===== src/rtl/add_sub_sequencer.sv =====
// rtl/add_sub_sequencer.sv - button-driven operand capture / execute / show sequencer for a 6-bit add/sub datapath
// Optional feature macro: ADD_SUB_SEQ_ACCUM_EN (chained accumulation with sticky overflow).
module add_sub_sequencer #(
  parameter int DEBOUNCE_CYCLES = 250000
) (
  input  logic       clk,
  input  logic       rst,
  input  logic [5:0] switches,
  input  logic       mode,
  input  logic       button,
  input  logic [5:0] dp_result,
  input  logic       dp_of,
  output logic [5:0] dp_a,
  output logic [5:0] dp_b,
  output logic       dp_sub,
  output logic [5:0] result,
  output logic       of_led,
  output logic       result_valid,
  output logic [1:0] phase
);

  typedef enum logic [1:0] {
    GET_A = 2'd0,
    GET_B = 2'd1,
    EXEC  = 2'd2,
    SHOW  = 2'd3
  } state_t;

  localparam int CNT_W = $clog2(DEBOUNCE_CYCLES + 1);
  localparam logic [CNT_W-1:0] CNT_LAST = CNT_W'(DEBOUNCE_CYCLES - 1);

  logic             sync_1;
  logic             sync_2;
  logic             deb_level;
  logic             deb_prev;
  logic             press;
  logic [CNT_W-1:0] count;

  state_t     state;
  state_t     next_state;
  logic [5:0] a_next;
  logic [5:0] b_next;
  logic       sub_next;
  logic [5:0] result_next;
  logic       of_next;
  logic       valid_next;

  // Button levels are kept raw (1 = released); press fires one cycle after the debounced fall.
  always_ff @(posedge clk or posedge rst) begin
    if (rst) begin
      sync_1    <= 1'b1;
      sync_2    <= 1'b1;
      deb_level <= 1'b1;
      deb_prev  <= 1'b1;
      count     <= '0;
      press     <= 1'b0;
    end else begin
      sync_1   <= button;
      sync_2   <= sync_1;
      deb_prev <= deb_level;
      press    <= deb_prev & ~deb_level;
      if (sync_2 == deb_level) begin
        count <= '0;
      end else if (count == CNT_LAST) begin
        count     <= '0;
        deb_level <= sync_2;
      end else begin
        count <= count + 1'b1;
      end
    end
  end

  always_ff @(posedge clk or posedge rst) begin
    if (rst) begin
      state        <= GET_A;
      dp_a         <= '0;
      dp_b         <= '0;
      dp_sub       <= 1'b0;
      result       <= '0;
      of_led       <= 1'b0;
      result_valid <= 1'b0;
    end else begin
      state        <= next_state;
      dp_a         <= a_next;
      dp_b         <= b_next;
      dp_sub       <= sub_next;
      result       <= result_next;
      of_led       <= of_next;
      result_valid <= valid_next;
    end
  end

  always_comb begin
    next_state  = state;
    a_next      = dp_a;
    b_next      = dp_b;
    sub_next    = dp_sub;
    result_next = result;
    of_next     = of_led;
    valid_next  = 1'b0;
    case (state)
      GET_A: begin
        if (press) begin
          a_next     = switches;
          next_state = GET_B;
`ifdef ADD_SUB_SEQ_ACCUM_EN
          of_next    = 1'b0;
`endif
        end
      end
      GET_B: begin
        if (press) begin
          b_next     = switches;
          sub_next   = mode;
          next_state = EXEC;
        end
      end
      EXEC: begin
        // A press landing here is dropped: EXEC never looks at press.
        result_next = dp_result;
`ifdef ADD_SUB_SEQ_ACCUM_EN
        of_next     = of_led | dp_of;
`else
        of_next     = dp_of;
`endif
        valid_next  = 1'b1;
        next_state  = SHOW;
      end
      SHOW: begin
        if (press) begin
`ifdef ADD_SUB_SEQ_ACCUM_EN
          a_next     = result;
          next_state = GET_B;
`else
          next_state = GET_A;
`endif
        end
      end
      default: next_state = GET_A;
    endcase
  end

  assign phase = state;

endmodule


===== config.mk =====
export PLATFORM = sky130hd
export DESIGN_NAME = add_sub_sequencer
export DESIGN_NICKNAME = d
export VERILOG_FILES = /design/src/rtl/add_sub_sequencer.sv
export SDC_FILE = /design/constraint.sdc
export NUM_CORES = 1
export LEC_CHECK = 0
export BUFFER_PORTS_ARGS = -buffer_cell sky130_fd_sc_hd__buf_2
export CORE_ASPECT_RATIO = 1.25
export CORE_MARGIN = 2
export CORE_UTILIZATION = 45
export DETAILED_ROUTE_END_ITERATION = 8
export GPL_TIMING_DRIVEN = 0
export PLACE_DENSITY_LB_ADDON = 0.3
export SYNTH_ARGS = -nofsm -noshare
export SYNTH_HDL_FRONTEND = slang
export SYNTH_SLANG_ARGS = --single-unit

===== constraint.sdc =====
create_clock -name clk -period 4.8 [get_ports clk]
set_input_delay 0.48 -clock clk [delete_from_list [all_inputs] [get_ports clk]]
set_output_delay 0.48 -clock clk [all_outputs]
set_load 0.02 [all_outputs]

==> results of run 1 <==
==> registers in the layout, summed over array words and instances, names as in the netlist <==
signal / flops
dp_sub: 1
phase: 2
deb_level: 1
of_led: 1
sync_1: 1
press: 1
result_valid: 1
dp_a: 6
deb_prev: 1
dp_b: 6
count: 18
result: 6
sync_2: 1
==> through the flow <==
stage / cells / total power, W / area, um2 / util (%)
after global placement: 258 / 0.0004492 / 2266 / 52.40
final: 267 / 0.0006756 / 2377 / 54.98
after detailed placement: 259 / 0.0004527 / 2286 / 52.86
after global routing: 267 / 0.0007111 / 2377 / 54.98
after CTS: 267 / 0.0006868 / 2377 / 54.98
after floorplan: 161 / 0.0004329 / 1998 / -
==> cell usage after synthesis <==
cell      count  share of area (%)
clkbuf_1      1               0.19
mux2i_1       1               0.50
nor4_1        4                1.3
xnor2_1      12                5.3
nor3_1        8                2.0
nand3_1       6                1.5
dfstp_2       4                5.3
ha_1          6                3.8
o21ai_0       1               0.25
nor4b_2       1               0.75
nand2_1       9                1.7
nor2_1       20                3.8
dfrtp_1      42                 53
nor4_2        1               0.63
a21oi_1       2               0.50
or3_1         2               0.63
nand2b_1      1               0.31
nor2b_1       1               0.31
nand4_1       4                1.3
nand4_2       1               0.63
o41ai_4       1                1.4
buf_6         1               0.56
xor2_1        3                1.3
inv_1         7                1.3
mux2_2       22                 12
==> cells by family (layout without fill, tap and decap cells) <==
family | count (synthesis) | after routing | share of synthesized area (%)
simple gates | 58 | 58 | 14.71
flops | 46 | 46 | 57.86
mux | 23 | 23 | 12.90
xor+xnor | 15 | 15 | 6.575
buf+inv | 9 | 57 | 2.066
fa+ha+maj | 6 | 6 | 3.757
compound gates | 4 | 4 | 2.129
==> power by group <==
group / leakage (nW) / switching [W] / internal, W
registers: 0.596 / 0.00000484 / 0.000396
logic: 0.461 / 0.0000246 / 0.0000177
clock network: 0.0482 / 0.000116 / 0.000116
==> layout make-up <==
class                           instances  share of cell area [%]
Clock inverter                          1                  0.2105
Buffer                                  2                  0.6316
Clock buffer                            7                   3.632
Inverter                                7                   1.105
Tap cell                               58                   3.053
Multi-Input combinational cell        106                   33.68
Sequential cell                        46                   48.63
Timing Repair Buffer                   40                   9.053
==> cells in the final DEF (no fill, tap or decap), types with 3 or more instances in the layout <==
master    Yosys  layout
nor4_1        4       4
nand4_1       4       4
nand2_1       9       9
dfstp_2       4       4
mux2_2       22      22
dfrtp_1      42      42
buf_2         0      39
xnor2_1      12      12
inv_1         7       6
ha_1          6       6
nor3_1        8       8
clkbuf_8      0       6
nor2_1       20      20
nand3_1       6       6
xor2_1        3       3
==> layer usage <==
metal  track usage [%]  routed length [um]
met5                 0                   0
met1             17.23                1387
met3             4.441                 186
met4             5.217                  33
met2             25.37                1673
==> critical path, stage by stage, from the launching register on <==
cell	delay (ps)
dfrtp_1	410
ha_1	240
nand4_1	340
o41ai_4	650
buf_6	220
nor2_1	60
==> worst max path at each step <==
stage	endpoint	slack, ps	cells past startpoint
finish	count[10]$_DFF_PP0_	2780	5
global placement	count[2]$_DFF_PP0_	2660	2
CTS	count[10]$_DFF_PP0_	2750	5
global route	count[13]$_DFF_PP0_	2600	5
floorplan	count[10]$_DFF_PP0_	3080	5
detailed placement	count[10]$_DFF_PP0_	2750	5
==> summary.md, run 1 <==
| Metric | Value |
|---|---|
| Initial antenna violation count | 0 |
| Routed wire length | 3281 um |
| Vias per cell | 5.000 |
| Multi-input gate area | 800.8 um2 |
| Cell Area, Synth | 1998 um2 |
| Post-synth cell types | 25 |
| Chip Width | 63.60 um |
| Row count | 27 |
| DR pass1 iterations | 4 |
| Setup TNS | 0 ps |
| Clk slew on worst S/H paths | 80 ps |
| CP arrival | 2210 ps |
| Root buffer selected by CTS | clkbuf_8 |
| Flops & latches, synth | 46 |
| Core area | 4324 um2 |
| CTS Buffer Depth | 2 |
| Critical path launch point | count[0]$_DFF_PP0_ |
| Crit start category | flop |
| Initial DRC Count | 77 |
| Outcome | finished, final reports clean |
| Cell count after synthesis | 161 |
| Tmin final | 2023 ps |
| First-pass GRT wire length | 5678 um |
| Final setup fails | 0 |
| Skew final | 2.783 ps |
| HPWL after detailed placement | 2408 um |
| YS warnings | 0 |
| Clock buffer count from CTS | 5 |
| CTS Sinks | 46 |
| Unrepaired setup endpoints after global routing | no |
| IO buf count | 39 |
| Antenna cell count | 0 |
| Synthesized area per cell | 12.41 um2 |
| Fin nets | 231 |
| R2r worst-path depth | 5 |
| Max-Slew Margin vs Limit | 65.30% |
| GRT Util Overall | 14.70% |
| Crit path max fanout | 10 |
| Worst r2r src | count[0]$_DFF_PP0_ |
| Fin worst setup slack | 2777 ps |
| CTS H-tree depth | 2 |
| Layout cells sized above 1 | 37.80% |
| Clk_lat worst skew | 290 ps |
| Max cap viols | 0 |
| Worst hold slack | 168.1 ps |
| Peak Freq | 0.4942 GHz |
| Initial core utilization | 46.21% |
| Die Height | 78.50 um |
| Sequential fraction of the synthesis area | 57.86% |
| Final period utilization | 42.15% |
| Critical path capture point type | flop |
| Power density over the cells | 284.2 nW/um2 |
| Fillers | 409 |
| Number of global-route vias before repair | 1279 |
| Mapped Nets | 184 |
| GPL Wtd Cong | 0.7540 |
| Place WS | 2747 ps |
| Static Leak | 1.105 nW |
| Reg area | 1156 um2 |
| Max-slew violations | 0 |
| Worst r2r dst | count[10]$_DFF_PP0_ |
| Gr ovfl total | 0 |
| Largest net degree at the start of global routing | 30 |
| Wire per inst | 12.29 um |
| Via count | 1335 |
| Area of the die | 4993 um2 |
| Synthesis-to-finish area growth | 18.97% |
| Post-CTS sizing | 0 |
| # Post-CTS Setup Buffers | 0 |
| Worst path required time | 4980 ps |
| Drt drc | 0 |
| Worst hold path type | in2async |
| CTS tree | built |
| Crit Path Class | reg2reg |
| I/O pin count | 40 |
| Reg2Reg Setup Slack | 2780 ps |
| Hold-fix buffers, CTS | 0 |
| Worst vdd ir | 0.1210 mV |
| Post-route ant nets | 0 |
| Least-Margin Pin Slew | 518.8 ps |
| Final Hold Fails | 0 |
Power figures use the tool's default switching activity.
==> run 2, diff against run 1 <==
--- a/config.mk
+++ b/config.mk
@@ -5,6 +5,7 @@
 export SDC_FILE = /design/constraint.sdc
 export NUM_CORES = 1
 export LEC_CHECK = 0
+export ABC_AREA = 1
 export BUFFER_PORTS_ARGS = -buffer_cell sky130_fd_sc_hd__buf_2
 export CORE_ASPECT_RATIO = 1.25
 export CORE_MARGIN = 2
==> constraint.sdc (replaced) <==
create_clock -name clk -period 1.8 [get_ports clk]
set_input_delay 0.18 -clock clk [delete_from_list [all_inputs] [get_ports clk]]
set_output_delay 0.18 -clock clk [all_outputs]
set_load 0.02 [all_outputs]
==> summary.md, run 2 <==
| Metric | Value |
|---|---|
| Slowest-stage cell, CP | dfrtp_1 (was o41ai_4) |
| Clock network power share | 35.8% (was 34.3%) |
| GRT Util Overall | 16.70% (was 14.70%) |
| Max-slew violations | 0 (unchanged) |
| Most frequent cells in the layout | dfrtp_1, nand2_1, buf_2 (was dfrtp_1, buf_2, mux2_2) |
| Most common cell after layout, fill and taps aside | dfrtp_1 (unchanged) |
| GPL Wtd Cong | 0.8749 (was 0.7540) |
| Power density over the cells | 705.5 nW/um2 (was 284.2 nW/um2) |
| CTS Sinks | 46 (unchanged) |
| Synthesis-to-finish area growth | 19.30% (was 18.97%) |
| Post-route ant nets | 0 (unchanged) |
| Wire per inst | 11.32 um (was 12.29 um) |
| YS warnings | 0 (unchanged) |
| Cell Area, Synth | 2074 um2 (was 1998 um2) |
| Worst vdd ir | 0.5049 mV (was 0.1210 mV) |
| DR pass1 iterations | 4 (unchanged) |
| Largest delay contributor family on the critical path | buffers and inverters (was compound AO/OA/AOI/OAI gates) |
| Die Height | 79.91 um (was 78.50 um) |
| Tmin final | 1586 ps (was 2023 ps) |
| Yosys top cell area share | 50.66% (was 52.60%) |
| IO buf count | 39 (unchanged) |
| Root buffer selected by CTS | clkbuf_8 (unchanged) |
| Flops & latches, synth | 46 (unchanged) |
| Number of global-route vias before repair | 1478 (was 1279) |
| Worst hold path type | in2reg (was in2async) |
| Top post-synthesis cells by count | dfrtp_1, nand2_1, nor2_1 (was dfrtp_1, mux2_2, nor2_1) |
| Max reg flops | 18 (unchanged) |
| Clock buffer count from CTS | 5 (unchanged) |
| Static Leak | 1.188 nW (was 1.105 nW) |
| Clk_lat worst skew | 300 ps (was 290 ps) |
| Least-Margin Pin Slew | 409.2 ps (was 518.8 ps) |
| CTS H-tree depth | 2 (unchanged) |
| Unrepaired setup endpoints after global routing | no (unchanged) |
| Drt drc | 0 (unchanged) |
| Initial antenna violation count | 0 (unchanged) |
| Sequential fraction of design power | 60.1% (was 59.4%) |
| Area of the die | 5173 um2 (was 4993 um2) |
| I/O pin count | 40 (unchanged) |
| P_int | 0.001349 W (was 0.0005302 W) |
| Largest net degree at the start of global routing | 41 (was 30) |
| Setup TNS | 0 ps (unchanged) |
| Row count | 27 (unchanged) |
| Clk slew on worst S/H paths | 80 ps (about the same) |
| Crit Path Class | reg2reg (unchanged) |
| Post-CTS sizing | 0 (unchanged) |
| Final Hold Fails | 0 (unchanged) |
| Antenna cell count | 0 (unchanged) |
| Vias per cell | 4.684 (was 5.000) |
| Via count | 1555 (was 1335) |
| Layout cells sized above 1 | 27.01% (was 37.80%) |
| Post-synth cell types | 22 (was 25) |
| Max-Slew Margin vs Limit | 72.72% (was 65.30%) |
| Critical path capture point type | flop (unchanged) |
| Outcome | finished, final reports clean (unchanged) |
| EDFF count, synth | 0 (unchanged) |
| CP max stage delay | 430 ps (was 650 ps) |
| Initial DRC Count | 77 (unchanged) |
| Reg with most FFs | count (unchanged) |
| CTS tree | built (unchanged) |
| Final period utilization | 88.13% (was 42.15%) |
| Max cap viols | 0 (unchanged) |
| Yosys top cell by area | dfrtp_1 (unchanged) |
| Synthesized area per cell | 9.261 um2 (was 12.41 um2) |
| FFs w/ async S/R, synth | 100.0% (unchanged) |
| Synth area leaders | dfrtp_1, nand2_1, nor2_1, dfstp_2, mux2_2 (was dfrtp_1, mux2_2, dfstp_2, xnor2_1, ha_1) |
| Switch Pwr | 0.0003972 W (was 0.0001454 W) |
| Skew final | 10.26 ps (was 2.783 ps) |
| Initial core utilization | 46.88% (was 46.21%) |
| Core area | 4425 um2 (was 4324 um2) |
| Crit start category | flop (unchanged) |
| Chip Width | 64.73 um (was 63.60 um) |
| Mapped Nets | 247 (was 184) |
| Routed wire length | 3759 um (was 3281 um) |
| Worst path required time | 1980 ps (was 4980 ps) |
| Crit-path cells | inv_1, ha_1, clkbuf_1, mux2_2 (was ha_1, nand4_1, o41ai_4, buf_6, nor2_1) |
| CP arrival | 1770 ps (was 2210 ps) |
| Gr ovfl total | 0 (unchanged) |
| Peak Freq | 0.6304 GHz (was 0.4942 GHz) |
| Sw frac | 22.75% (was 21.52%) |
| Top_reg_cell synth | dfrtp_1 (unchanged) |
| Buf/Inv on CP | 2 (was 1) |
| Crit path max fanout | 8 (was 10) |
| First-pass GRT wire length | 6555 um (was 5678 um) |
| HPWL after detailed placement | 2851 um (was 2408 um) |
| Cell count after synthesis | 224 (was 161) |
| Fin nets | 296 (was 231) |
| Sequential fraction of the synthesis area | 55.73% (was 57.86%) |
| CTS Buffer Depth | 2 (unchanged) |
| Comb power frac | 4.0% (was 6.3%) |
| Most numerous cell in the Yosys netlist | dfrtp_1 (unchanged) |
| Final setup fails | 0 (unchanged) |
| Final Util | 55.92% (was 54.98%) |
## run 2: per-layer routing
metal | vias to the layer above | GRT usage (%) | routed length (um)
li1 | 807 | - | -
met1 | 714 | 19.50 | 1665
met2 | 30 | 28.87 | 1917
met3 | 4 | 3.808 | 127
met4 | 0 | 7.660 | 48
met5 | - | 0 | 0
## run 2: worst register-to-register path: cells and delay by family (launching register included)
| kind | cells | cell delay (ps) |
|---|---|---|
| buf+inv | 2 | 480 |
| flops | 1 | 430 |
| mux | 1 | 390 |
| fa+ha+maj | 1 | 180 |
## run 2: worst paths after layout
kind / depth (start not counted) / startpoint / slack (ps) / endpoint
worst max-delay path: 4 / phase[0]$_DFFE_PP0P_ / 210 / result[4]$_DFFE_PP0P_
worst min-delay path: 2 / mode / 120 / dp_sub$_DFFE_PP0P_
worst max register to register: 4 / phase[0]$_DFFE_PP0P_ / 210 / result[4]$_DFFE_PP0P_
worst min register to register: 0 / sync_1$_DFF_PP1_ / 360 / sync_2$_DFF_PP1_
max in group asynchronous: 4 / rst / 990 / sync_1$_DFF_PP1_
min in group asynchronous: 3 / rst / 310 / count[14]$_DFF_PP0_
## run 2: repair_timing
action	in CTS	in global routing
endpoints found under the hold margin	7	0
hold buffers	2	0
buffers inserted	0	0
## run 2: final cells by class
cell class | count | area [um2]
fill | 416 | 1951
sequential | 46 | 1156
multi-input combinational | 152 | 820.8
timing repair buffer | 42 | 235.2
inverter | 23 | 86.33
tap | 58 | 72.57
clock buffer | 5 | 68.82
clock inverter | 3 | 23.77
buffer | 3 | 11.26
## run 2: through the flow
stage | cells | power, W | hold slack (ps) | instance area, um2 | worst slack [ps]
finish | 332 | 0.001746 | 116.5 | 2475 | 213.7
global route | 332 | 0.001838 | 107.1 | 2475 | 49.81
CTS | 332 | 0.001781 | 104.7 | 2475 | 175.5
detailed placement | 322 | 0.001141 | 88.76 | 2362 | 186.6
global placement | 321 | 0.001132 | 285.7 | 2342 | -37.07
floorplan | 224 | 0.001105 | 184.5 | 2074 | 281.1
## run 2: kinds of logic after synthesis
family	Yosys count	share of synthesized area, %
XOR/XNOR	8	3.378
AND/OR/NAND/NOR	111	23.64
AO/OA/AOI/OAI	19	4.583
buffers and inverters	26	4.704
multiplexers	8	4.343
flip-flops	46	55.73
adder cells (fa/ha/maj)	6	3.619
## run 2: power by group through the flow
stage	registers, W	logic, W	clock network (W)
finish	0.00105	0.0000704	0.000626
global route	0.00105	0.0000834	0.000702
CTS	0.00105	0.0000737	0.000657
detailed placement	0.00107	0.0000705	0
global placement	0.00107	0.0000626	0
floorplan	0.00107	0.0000349	0
==> run 3, diff against run 2 <==
--- a/config.mk
+++ b/config.mk
@@ -5,7 +5,6 @@
 export SDC_FILE = /design/constraint.sdc
 export NUM_CORES = 1
 export LEC_CHECK = 0
-export ABC_AREA = 1
 export BUFFER_PORTS_ARGS = -buffer_cell sky130_fd_sc_hd__buf_2
 export CORE_ASPECT_RATIO = 1.25
 export CORE_MARGIN = 2
==> summary.md, run 3 (same netlist as run 1, synthesis figures left out) <==
| Metric | Value |
|---|---|
| Worst path required time | 1980 ps (about the same) |
| Worst vdd ir | 0.3238 mV (was 0.5049 mV) |
| Initial core utilization | 46.21% (was 46.88%) |
| Power density over the cells | 738.0 nW/um2 (was 705.5 nW/um2) |
| Reg with most FFs | count (unchanged) |
| Least-Margin Pin Slew | 432.1 ps (was 409.2 ps) |
| Worst r2r src | count[0]$_DFF_PP0_ (was phase[0]$_DFFE_PP0P_) |
| CTS H-tree depth | 2 (unchanged) |
| R2r worst-path depth | 6 (was 4) |
| Largest net degree at the start of global routing | 30 (was 41) |
| Reg2Reg Setup Slack | 70 ps (was 210 ps) |
| Place WS | -253.4 ps (was 186.6 ps) |
| Root buffer selected by CTS | clkbuf_8 (unchanged) |
| Clk_lat worst skew | 290 ps (was 300 ps) |
| CP arrival | 1910 ps (was 1770 ps) |
| Vias per cell | 4.949 (was 4.684) |
| Clk slew on worst S/H paths | 80 ps (about the same) |
| Crit start category | flop (unchanged) |
| Layout cells sized above 1 | 40.09% (was 27.01%) |
| DR pass1 iterations | 4 (unchanged) |
| Peak Freq | 0.5793 GHz (was 0.6304 GHz) |
| Chip Width | 63.60 um (was 64.73 um) |
| CTS Sinks | 46 (unchanged) |
| Number of global-route vias before repair | 1320 (was 1478) |
| Final std cells w/o fill | 275 (was 332) |
| First-pass GRT wire length | 5816 um (was 6555 um) |
| Hold Startpoint | dp_result[0] (was mode) |
| HPWL after detailed placement | 2408 um (was 2851 um) |
| Area of the die | 4993 um2 (was 5173 um2) |
| Max-slew violations | 0 (unchanged) |
| Fin worst setup slack | 73.86 ps (was 213.7 ps) |
| Max-Slew Margin vs Limit | 71.19% (was 72.72%) |
| WHS Endpoint | result[0]$_DFFE_PP0P_ (was dp_sub$_DFFE_PP0P_) |
| Skew final | 2.857 ps (was 10.26 ps) |
| Row count | 27 (unchanged) |
| Static Leak | 1.138 nW (was 1.188 nW) |
| Worst hold path type | in2reg (unchanged) |
| Die Height | 78.50 um (was 79.91 um) |
| Placed cells | 259 (was 322) |
| Worst r2r dst | count[10]$_DFF_PP0_ (was result[4]$_DFFE_PP0P_) |
| Initial antenna violation count | 0 (unchanged) |
| GRT Util Overall | 15.01% (was 16.70%) |
| Unrepaired setup endpoints after global routing | yes (was no) |
| Final Hold Fails | 0 (unchanged) |
| Most common cell after layout, fill and taps aside | dfrtp_1 (unchanged) |
| Gr ovfl total | 0 (unchanged) |
| I/O pin count | 40 (unchanged) |
| Crit path max fanout | 10 (was 8) |
| Max reg flops | 18 (unchanged) |
| Post-route ant nets | 0 (unchanged) |
| Routed wire length | 3404 um (was 3759 um) |
| Fin nets | 239 (was 296) |
| Critical path capture point type | flop (unchanged) |
| Crit Path Class | reg2reg (unchanged) |
| Tmin final | 1726 ps (was 1586 ps) |
| Final period utilization | 95.90% (was 88.13%) |
| Via count | 1361 (was 1555) |
| Final setup fails | 0 (unchanged) |
| Max cap viols | 0 (unchanged) |
| Initial DRC Count | 65 (was 77) |
| Outcome | finished, final reports clean (unchanged) |
| Drt drc | 0 (unchanged) |
| Synthesis-to-finish area growth | 22.67% (was 19.30%) |
| Clock buffer count from CTS | 5 (unchanged) |
| Antenna cell count | 0 (unchanged) |
| Most frequent cells in the layout | dfrtp_1, buf_2, mux2_2 (was dfrtp_1, nand2_1, buf_2) |
| Core area | 4324 um2 (was 4425 um2) |
| IO buf count | 39 (unchanged) |
| Wire per inst | 12.38 um (was 11.32 um) |
| GPL Wtd Cong | 0.7540 (was 0.8749) |
| CTS Buffer Depth | 2 (unchanged) |
| Worst hold stages | 2 (unchanged) |
| CTS tree | built (unchanged) |
[run 3: final cells by class]
cell class / count / area, um2
Buffer: 2 / 15.01
Inverter: 7 / 26.28
Multi-Input combinational cell: 106 / 809.5
Clock buffer: 7 / 86.33
Tap cell: 58 / 72.57
Timing Repair Buffer: 48 / 280.3
Clock inverter: 1 / 5.005
Sequential cell: 46 / 1156
Fill cell: 400 / 1873
[run 3: worst max-delay path: stages, from the launching register on]
cell and delay, ps:
dfrtp_1 410, ha_2 230, nand4_1 130, buf_4 180, o41ai_4 410, buf_6 200
nor2_1 50
[run 3: worst max path at each step]
stage | startpoint | to | slack, ps
after floorplan | count[0]$_DFF_PP0_ | count[16]$_DFF_PP0_ | 80
after global placement | count[0]$_DFF_PP0_ | count[16]$_DFF_PP0_ | -220
after detailed placement | count[0]$_DFF_PP0_ | count[10]$_DFF_PP0_ | -250
after CTS | count[0]$_DFF_PP0_ | count[14]$_DFF_PP0_ | 100
after global routing | count[0]$_DFF_PP0_ | deb_level$_DFFE_PP1P_ | -40
final | count[0]$_DFF_PP0_ | count[10]$_DFF_PP0_ | 70
[run 3: repair_timing]
item	4_1_cts	5_1_grt
pin swaps	2	1
cloned	0	0
hold endpoints to repair	18	0
hold buffers	2	0
gates resized for setup	1	1
setup buffers	5	1
setup endpoints to repair	18	12
[run 3: layer usage]
metal / track usage (%) / vias to the layer above / part of all wire (%)
met4: 5.870 / 0 / 1.2
met2: 25.58 / 34 / 51
li1: - / 657 / -
met5: 0 / - / 0
met3: 4.585 / 5 / 5.1
met1: 17.61 / 665 / 43
[run 3: metrics by stage]
stage	power [W]	TNS (ps)	cell area [um2]	hold WS, ps	utilization (%)
5_1_grt	0.001905	-333.4	2451	103.8	56.68
3_5_place_dp	0.001207	-3153	2286	189.4	52.86
6_report	0.001809	0	2451	120.6	56.68
3_3_place_gp	0.001198	-4257	2266	288.3	52.40
4_1_cts	0.001838	0	2441	111.9	56.45
2_1_floorplan	0.001155	0	1998	184.5	-
[run 3: power breakdown]
group | switching, W | total, W | internal [W]
logic | 0.0000670 | 0.000120 | 0.0000534
registers | 0.0000133 | 0.00107 | 0.00106
clock network | 0.000309 | 0.000618 | 0.000310
